[src/rtl/mem_port_arbiter_if.sv]
// Bundle of the IF-stage, MEM-stage and memory-side signals of the
// memory port arbiter. The arbiter binds to the slave modport; the
// requesters and the memory model bind to the master modport.
interface mem_port_arbiter_if;
  // instruction fetch port
  logic        if_req;
  logic [31:0] if_addr;
  logic [31:0] if_rdata;
  logic        if_ready;
  // load/store port (EX/MEM pipeline register)
  logic        dm_read;
  logic        dm_write;
  logic [31:0] dm_addr;
  logic [31:0] dm_wdata;
  logic [31:0] dm_rdata;
  logic        dm_ready;
  // shared single-port memory
  logic        mem_en;
  logic        mem_we;
  logic [31:0] mem_addr;
  logic [31:0] mem_wdata;
  logic [31:0] mem_rdata;
  // pipeline freeze
  logic        stall_if;
  logic        stall_mem;

  modport slave (
    input  if_req, if_addr, dm_read, dm_write, dm_addr, dm_wdata, mem_rdata,
    output if_rdata, if_ready, dm_rdata, dm_ready,
           mem_en, mem_we, mem_addr, mem_wdata, stall_if, stall_mem
  );

  modport master (
    output if_req, if_addr, dm_read, dm_write, dm_addr, dm_wdata, mem_rdata,
    input  if_rdata, if_ready, dm_rdata, dm_ready,
           mem_en, mem_we, mem_addr, mem_wdata, stall_if, stall_mem
  );
endinterface

[src/rtl/mem_port_arbiter.sv]
// Shares one fixed-latency single-port memory between instruction fetch
// and load/store. Each access is granted in IDLE, issued for one cycle,
// waited out by a down-counter, and acknowledged with a one-cycle ready
// pulse in RESP. Stalls hold the pipeline until the owning port is ready.
//
// Optional build macro ARB_RR_EN: alternate the grant on simultaneous
// IF/DM requests using a last_grant register. Without it, DM always
// wins over IF.
//
//   state     | meaning
//   ----------+-----------------------------------------------------
//   S_IDLE    | no access in flight, grant decision this cycle
//   S_BUSY_IF | fetch issued, counting down to the memory data cycle
//   S_BUSY_DM | load/store issued, counting down to the data cycle
//   S_RESP    | ready pulse to the owner, requests ignored
module mem_port_arbiter #(
  parameter int unsigned MEM_LAT = 2   // 1..15
) (
  input  logic               clk_i,
  input  logic               reset_i,  // async, active low
  mem_port_arbiter_if.slave  arb_io
);

  localparam logic [1:0] S_IDLE    = 2'd0;
  localparam logic [1:0] S_BUSY_IF = 2'd1;
  localparam logic [1:0] S_BUSY_DM = 2'd2;
  localparam logic [1:0] S_RESP    = 2'd3;

  localparam logic [3:0] LAT_INIT = 4'(MEM_LAT);

  logic [1:0]  state_q, state_d;
  logic [3:0]  cnt_q, cnt_d;
  logic        mem_en_q, mem_en_d;
  logic        mem_we_q, mem_we_d;
  logic [31:0] mem_addr_q, mem_addr_d;
  logic [31:0] mem_wdata_q, mem_wdata_d;
  logic [31:0] if_rdata_q, if_rdata_d;
  logic [31:0] dm_rdata_q, dm_rdata_d;
  logic        if_ready_q, if_ready_d;
  logic        dm_ready_q, dm_ready_d;

  logic        dm_req;
  logic        grant_dm;
  logic        if_ready_gated;

  assign dm_req = arb_io.dm_read | arb_io.dm_write;

`ifdef ARB_RR_EN
  // 1 = last grant went to DM, 0 = last grant went to IF
  logic last_grant_q, last_grant_d;

  // On contention, the port that did not win last time gets the memory
  assign grant_dm = dm_req & (~arb_io.if_req | ~last_grant_q);

  // Track the most recent grant for the contention tie-break
  always_ff @(posedge clk_i or negedge reset_i) begin
    if (!reset_i) last_grant_q <= 1'b0;
    else          last_grant_q <= last_grant_d;
  end
`else
  assign grant_dm = dm_req;
`endif

  // Next-state and datapath decisions of the access sequencer
  always_comb begin
    state_d     = state_q;
    cnt_d       = cnt_q;
    mem_en_d    = 1'b0;
    mem_we_d    = mem_we_q;
    mem_addr_d  = mem_addr_q;
    mem_wdata_d = mem_wdata_q;
    if_rdata_d  = if_rdata_q;
    dm_rdata_d  = dm_rdata_q;
    if_ready_d  = 1'b0;
    dm_ready_d  = 1'b0;
`ifdef ARB_RR_EN
    last_grant_d = last_grant_q;
`endif
    case (state_q)
      S_IDLE: begin
        if (dm_req || arb_io.if_req) begin
          mem_en_d = 1'b1;
          cnt_d    = LAT_INIT;
`ifdef ARB_RR_EN
          last_grant_d = grant_dm;
`endif
          if (grant_dm) begin
            // read+write together is treated as a store
            mem_we_d    = arb_io.dm_write;
            mem_addr_d  = arb_io.dm_addr;
            mem_wdata_d = arb_io.dm_wdata;
            state_d     = S_BUSY_DM;
          end else begin
            mem_we_d    = 1'b0;
            mem_addr_d  = arb_io.if_addr;
            mem_wdata_d = 32'd0;
            state_d     = S_BUSY_IF;
          end
        end
      end
      // The counter holds MEM_LAT in the issue cycle and reaches zero in
      // the cycle the memory presents read data; that is the capture cycle.
      S_BUSY_IF: begin
        if (cnt_q == 4'd0) begin
          // capture even if the fetch was flushed; only the pulse is gated
          if_rdata_d = arb_io.mem_rdata;
          if_ready_d = 1'b1;
          state_d    = S_RESP;
        end else begin
          cnt_d = cnt_q - 4'd1;
        end
      end
      S_BUSY_DM: begin
        if (cnt_q == 4'd0) begin
          if (!mem_we_q) dm_rdata_d = arb_io.mem_rdata;
          dm_ready_d = 1'b1;
          state_d    = S_RESP;
        end else begin
          cnt_d = cnt_q - 4'd1;
        end
      end
      S_RESP: begin
        state_d = S_IDLE;
      end
      default: begin
        state_d = S_IDLE;
      end
    endcase
  end

  // State, counter and registered outputs; reset aborts any access
  always_ff @(posedge clk_i or negedge reset_i) begin
    if (!reset_i) begin
      state_q     <= S_IDLE;
      cnt_q       <= 4'd0;
      mem_en_q    <= 1'b0;
      mem_we_q    <= 1'b0;
      mem_addr_q  <= 32'd0;
      mem_wdata_q <= 32'd0;
      if_rdata_q  <= 32'd0;
      dm_rdata_q  <= 32'd0;
      if_ready_q  <= 1'b0;
      dm_ready_q  <= 1'b0;
    end else begin
      state_q     <= state_d;
      cnt_q       <= cnt_d;
      mem_en_q    <= mem_en_d;
      mem_we_q    <= mem_we_d;
      mem_addr_q  <= mem_addr_d;
      mem_wdata_q <= mem_wdata_d;
      if_rdata_q  <= if_rdata_d;
      dm_rdata_q  <= dm_rdata_d;
      if_ready_q  <= if_ready_d;
      dm_ready_q  <= dm_ready_d;
    end
  end

  // A fetch flushed while in flight must not see a ready pulse
  assign if_ready_gated = if_ready_q & arb_io.if_req;

  assign arb_io.mem_en    = mem_en_q;
  assign arb_io.mem_we    = mem_we_q;
  assign arb_io.mem_addr  = mem_addr_q;
  assign arb_io.mem_wdata = mem_wdata_q;
  assign arb_io.if_rdata  = if_rdata_q;
  assign arb_io.dm_rdata  = dm_rdata_q;
  assign arb_io.if_ready  = if_ready_gated;
  assign arb_io.dm_ready  = dm_ready_q;
  assign arb_io.stall_if  = arb_io.if_req & ~if_ready_gated;
  assign arb_io.stall_mem = dm_req & ~dm_ready_q;

endmodule

[src/flat_wrapper.sv]
// flat-port wrapper written by rule: the top's interface ports become plain ports
module mem_port_arbiter_flat 
#(
  parameter int unsigned MEM_LAT = 2           
)
  (clk_i, reset_i, arb_io_if_req, arb_io_if_addr, arb_io_dm_read, arb_io_dm_write, arb_io_dm_addr, arb_io_dm_wdata, arb_io_mem_rdata, arb_io_if_rdata, arb_io_if_ready, arb_io_dm_rdata, arb_io_dm_ready, arb_io_mem_en, arb_io_mem_we, arb_io_mem_addr, arb_io_mem_wdata, arb_io_stall_if, arb_io_stall_mem);
  mem_port_arbiter_if arb_io_i ();
  input  logic clk_i;
  input  logic reset_i;
  input wire logic [$bits(arb_io_i.if_req)-1:0] arb_io_if_req;
  input wire logic [$bits(arb_io_i.if_addr)-1:0] arb_io_if_addr;
  input wire logic [$bits(arb_io_i.dm_read)-1:0] arb_io_dm_read;
  input wire logic [$bits(arb_io_i.dm_write)-1:0] arb_io_dm_write;
  input wire logic [$bits(arb_io_i.dm_addr)-1:0] arb_io_dm_addr;
  input wire logic [$bits(arb_io_i.dm_wdata)-1:0] arb_io_dm_wdata;
  input wire logic [$bits(arb_io_i.mem_rdata)-1:0] arb_io_mem_rdata;
  output wire logic [$bits(arb_io_i.if_rdata)-1:0] arb_io_if_rdata;
  output wire logic [$bits(arb_io_i.if_ready)-1:0] arb_io_if_ready;
  output wire logic [$bits(arb_io_i.dm_rdata)-1:0] arb_io_dm_rdata;
  output wire logic [$bits(arb_io_i.dm_ready)-1:0] arb_io_dm_ready;
  output wire logic [$bits(arb_io_i.mem_en)-1:0] arb_io_mem_en;
  output wire logic [$bits(arb_io_i.mem_we)-1:0] arb_io_mem_we;
  output wire logic [$bits(arb_io_i.mem_addr)-1:0] arb_io_mem_addr;
  output wire logic [$bits(arb_io_i.mem_wdata)-1:0] arb_io_mem_wdata;
  output wire logic [$bits(arb_io_i.stall_if)-1:0] arb_io_stall_if;
  output wire logic [$bits(arb_io_i.stall_mem)-1:0] arb_io_stall_mem;
  assign arb_io_i.if_req = arb_io_if_req;
  assign arb_io_i.if_addr = arb_io_if_addr;
  assign arb_io_i.dm_read = arb_io_dm_read;
  assign arb_io_i.dm_write = arb_io_dm_write;
  assign arb_io_i.dm_addr = arb_io_dm_addr;
  assign arb_io_i.dm_wdata = arb_io_dm_wdata;
  assign arb_io_i.mem_rdata = arb_io_mem_rdata;
  assign arb_io_if_rdata = arb_io_i.if_rdata;
  assign arb_io_if_ready = arb_io_i.if_ready;
  assign arb_io_dm_rdata = arb_io_i.dm_rdata;
  assign arb_io_dm_ready = arb_io_i.dm_ready;
  assign arb_io_mem_en = arb_io_i.mem_en;
  assign arb_io_mem_we = arb_io_i.mem_we;
  assign arb_io_mem_addr = arb_io_i.mem_addr;
  assign arb_io_mem_wdata = arb_io_i.mem_wdata;
  assign arb_io_stall_if = arb_io_i.stall_if;
  assign arb_io_stall_mem = arb_io_i.stall_mem;
  mem_port_arbiter #(.MEM_LAT(MEM_LAT)) u_core (.clk_i(clk_i), .reset_i(reset_i), .arb_io(arb_io_i));
endmodule
[config.mk]
export PLATFORM = sky130hd
export DESIGN_NAME = mem_port_arbiter_flat
export DESIGN_NICKNAME = d
export VERILOG_FILES = /design/src/rtl/mem_port_arbiter_if.sv /design/src/rtl/mem_port_arbiter.sv /design/src/flat_wrapper.sv
export SDC_FILE = /design/constraint.sdc
export NUM_CORES = 1
export LEC_CHECK = 0
export ABC_CLOCK_PERIOD_IN_PS = 2400
export CAP_MARGIN = 10
export CORE_MARGIN = 3
export CORE_UTILIZATION = 26
export DETAILED_ROUTE_END_ITERATION = 6
export SLEW_MARGIN = 15
export SYNTH_ARGS = -nofsm -noshare
export SYNTH_HDL_FRONTEND = slang
export SYNTH_SLANG_ARGS = --single-unit
[constraint.sdc]
create_clock -name clk_i -period 2.4 [get_ports clk_i]
set_input_delay 0.24 -clock clk_i [delete_from_list [all_inputs] [get_ports clk_i]]
set_output_delay 0.24 -clock clk_i [all_outputs]
set_load 0.01 [all_outputs]
==> flow_results.org <==
** Status
- Outcome :: completed

** Setup path
- Worst path arrival time :: 2370 ps
- The worst setup path is captured at a flip-flop.
- STA classifies the critical path startpoint as a flip-flop.
- The worst setup path is of the flip-flop to flip-flop kind.
- Counting cells, the worst reg-to-reg path comes to 6.
- Critical-path maximum fanout :: 12
- Data required, critical path :: 2690 ps

** Placement
- RD Place Congestion :: 0.762
- Buffers placed on the I/O ports in this run total 266.
- HPWL after detailed placement :: 12,000 um
- Dpl ws :: 300 ps

** Logic synthesis
- EDFF count, synth :: 0
- Yosys top cell area share :: 59.6%
- After synthesis, the netlist uses 43 different library cells.
- During synthesis, Yosys emitted a total of 0 warnings.
- After synthesis the cells add up to 5790 um2.
- Dividing the synthesized area by the synthesized cell count gives 14.1 um2.
- The number of nets in the synthesized netlist is 549.
- The largest total area in the synthesized netlist belongs to dfrtp_1.
- Predominant post-synthesis flop cell :: dfrtp_1
- Seq cells post-synth :: 138
- Synth async-reset ratio :: 100%
- For this run, the register share of the synthesized area comes to 59.6%.
- Leading post-synthesis cells by cell area :: dfrtp_1 60%, mux2_4 7.5%, mux2_2 6.6%, mux2i_1 5.5%, a22o_1 4.8%
- Synthesis produced 410 cells.

** Pwr
- For this design the static power due to leakage is 3.95 nW.
- Clock network fraction of design power :: 21.2%
- The share of total power dissipated in sequential elements is 34.0%.
- Summing internal, switching and leakage power gives 12.2 mW.
- In this run switching power makes up 32.6% of total power.
- In this run the power spent charging and discharging nets is 3.96 mW.
- Worst IR Drop VDD :: 0.575 mV
- Power spread over the standard cell area amounts to 1310 nW/um2.
- Logic gate share of total power :: 44.7%
- Internal cell power :: 8.19 mW

** Global route
- The first global-routing pass estimated 26,100 um of wire.
- Initial antenna violation count :: 0
- Global routing consumed, on the met2 layer, 21.5% of the routing resources.
- Global Route met1 Usage :: 17.0%
- Global-route usage over all layers :: 13.6%
- Pin count of the biggest net entering global routing :: 99
- Summed over all layers, the global routing overflow is 0.
- In the global route stage, met3 resource usage came out at 5.98%.
- The number of global-route vias before repair was 4,718.
- After global routing, the most crowded layer is met2.

** Finish
- Area taken by flip-flops and latches :: 3450 um2
- Fraction of final layout cells with drive strength greater than 1 :: 16.4%
- Measured on the finished design, the core utilization comes to 43.3%.
- Counting the fill cells in the layout gives 1,985.
- Compared with the post-synthesis result, the final layout area differs by 60.5%.
- Antenna diode instance count :: 0
- Net count reported at finish :: 816
- Area of the multi-input gates :: 2100 um2

** Timing
- RSZ-0062 raised after global routing :: false
- Final critical-path required period :: 2080 ps
- Final worst path period share :: 86.6%
- Tightest slew margin relative to the limit :: 68.3%
- On the final layout, the worst hold slack is 281 ps.
- Setup-violating endpoint count in the final report :: 0
- Final slew viol count :: 0
- Achievable clock frequency :: 481 MHz
- The worst path meets setup with 322 ps of slack.
- The clock arrives with 10.8 ps of skew.
- Total negative setup slack :: 0 ps
- The number of hold violations in the final report was 0.
- Worst Max-Slew Pin Slew :: 475 ps

** Detailed routing
- Vias per std cell :: 4.45
- In the final routed layout, each cell accounts on average for 16.8 um.
- Detailed router's first-iteration violation count :: 171
- The detail route stage leaves a number of antenna-violating nets equal to 0.
- Vias :: 4,299
- In the routed design, unresolved DRC markers number 0.
- After detailed routing, the total wire length is 16,200 um.
- The first detailed-routing pass took 4 iterations.

** Die
- Die Width :: 155 um
- Area inside the core boundary :: 21,500 um2
- In this run the vertical extent of the chip is 155 um.
- The initialized floorplan defines 53 standard-cell rows.
- Effective utilization at floorplan :: 27.0%
- Area of the die :: 24,100 um2
- During I/O placement, the number of pins put on the boundary was 267.

** Clock tree
- Clock tree synthesis found a total of 138 sinks.
- The later pin in the worst-skew pair is clocked with a latency of 410 ps.
- The tree is rooted in a clkbuf_16.
- Once the clock tree was built, the resizer swapped 0 gates to a different size.
- Counting the buffers created by CTS gives 17.
- TritonCTS built the clock tree.
- Clock slew at reported path FFs :: 70 ps
- Post-CTS timing repair inserted 0 buffers for setup.
- Maximum buffer depth of the clock tree :: 2
- CTS built an H-tree with a depth of 4.
- Buffers inserted to repair hold after CTS numbered 1.

** Worst hold path
- Worst Hold Class :: input port to async pin

** Job
- Count of maximum capacitance violations :: 0
==> synth_stat cells, types with 2 or more instances <==
library cell and number:
buf_12 4, clkbuf_1 6, a22o_1 32, dfrtp_1 138
mux2i_1 32, buf_4 4, o21ai_0 34, o211ai_1 3
nand2_1 36, o21ai_1 2, ha_1 6, nor2b_1 3
inv_1 6, nand3_1 3, mux2_2 34, mux2_4 29
buf_2 10, buf_6 3
==> area by class of cell <==
cell class	instances	share of cell area, %
sequential	138	37.1
inverter	6	0.242
clock buffer	19	4.76
multi-input combinational	238	22.6
tap	275	3.70
clock inverter	13	1.44
timing repair buffer	276	30.1
==> logic make-up (layout without fill, tap and decap cells) <==
family / after synthesis / count (layout) / synth area share [%]
AOI/OAI and AO/OA: 78 / 78 / 9.54
adders and majority gates: 6 / 6 / 1.30
buffers and inverters: 34 / 314 / 4.21
DFF: 138 / 138 / 59.6
muxes: 96 / 96 / 19.8
and+or+nand+nor: 58 / 58 / 5.51
==> placed cells by master, fill, tap and decap left out, drive strengths merged, types with 2 or more instances in the layout <==
master,count
inv,12
o211ai,3
buf,10
and2,3
a22o,32
clkbuf,19
mux2,64
dfrtp,138
nand3,3
nor2b,3
clkinvlp,5
clkdlybuf4s50,265
nand2,36
ha,6
o21ai,36
nor2,2
mux2i,32
nand3b,2
==> flip-flops by register name, indices dropped and copies added (netlist names) <==
register and count:
u_core.arb_io.dm_rdata 32, u_core.arb_io.dm_ready 1, u_core.arb_io.if_rdata 32, u_core.arb_io.mem_addr 32, u_core.arb_io.mem_en 1, u_core.arb_io.mem_wdata 32
u_core.arb_io.mem_we 1, u_core.cnt_q 4, u_core.if_ready_q 1, u_core.state_q 2
==> power groups by stage <==
stage	registers, mW	logic (mW)	clock network (mW)
2_1_floorplan	4.58	2.06	0
3_3_place_gp	4.13	5.38	0
3_5_place_dp	4.16	5.51	0
4_1_cts	4.15	5.52	2.66
5_1_grt	4.29	5.85	2.76
6_report	4.14	5.44	2.58
==> per-layer routing <==
layer  vias up  share of wire [%]
li1       1994                  -
met1      2058                 42
met2       225                 46
met3        22                 10
met4         0                1.7
met5         -                  0
==> per-stage QoR <==
stage,cell area [um2],std cells
final,9300,965
after detailed placement,8710,932
after global routing,9300,965
after global placement,8710,932
after CTS,9300,965
after floorplan,5790,410
==> critical path: stages (launching register included) <==
cell and delay, ps:
dfrtp_1 400, inv_1 110, ha_1 200, nor3b_4 330
and2_4 360, buf_4 220, mux2_2 340
==> final timing paths <==
| kind | start | to | slack [ps] |
|---|---|---|---|
| setup / recovery | u_core.cnt_q[0]$_DFFE_PN0P_ | u_core.arb_io.if_rdata[0]$_DFFE_PN0P_ | 320 |
| hold / removal | reset_i | u_core.arb_io.if_rdata[29]$_DFFE_PN0P_ | 280 |
| setup reg to reg | u_core.cnt_q[0]$_DFFE_PN0P_ | u_core.arb_io.if_rdata[0]$_DFFE_PN0P_ | 320 |
| hold reg to reg | u_core.arb_io.mem_addr[31]$_DFFE_PN0P_ | u_core.arb_io.mem_addr[31]$_DFFE_PN0P_ | 480 |
| max in group asynchronous | reset_i | u_core.arb_io.mem_addr[17]$_DFFE_PN0P_ | 1370 |
| min in group clk_i | arb_io_dm_wdata[17] | u_core.arb_io.mem_wdata[17]$_DFFE_PN0P_ | 420 |
Note: power is estimated with default switching activity, not from simulation.
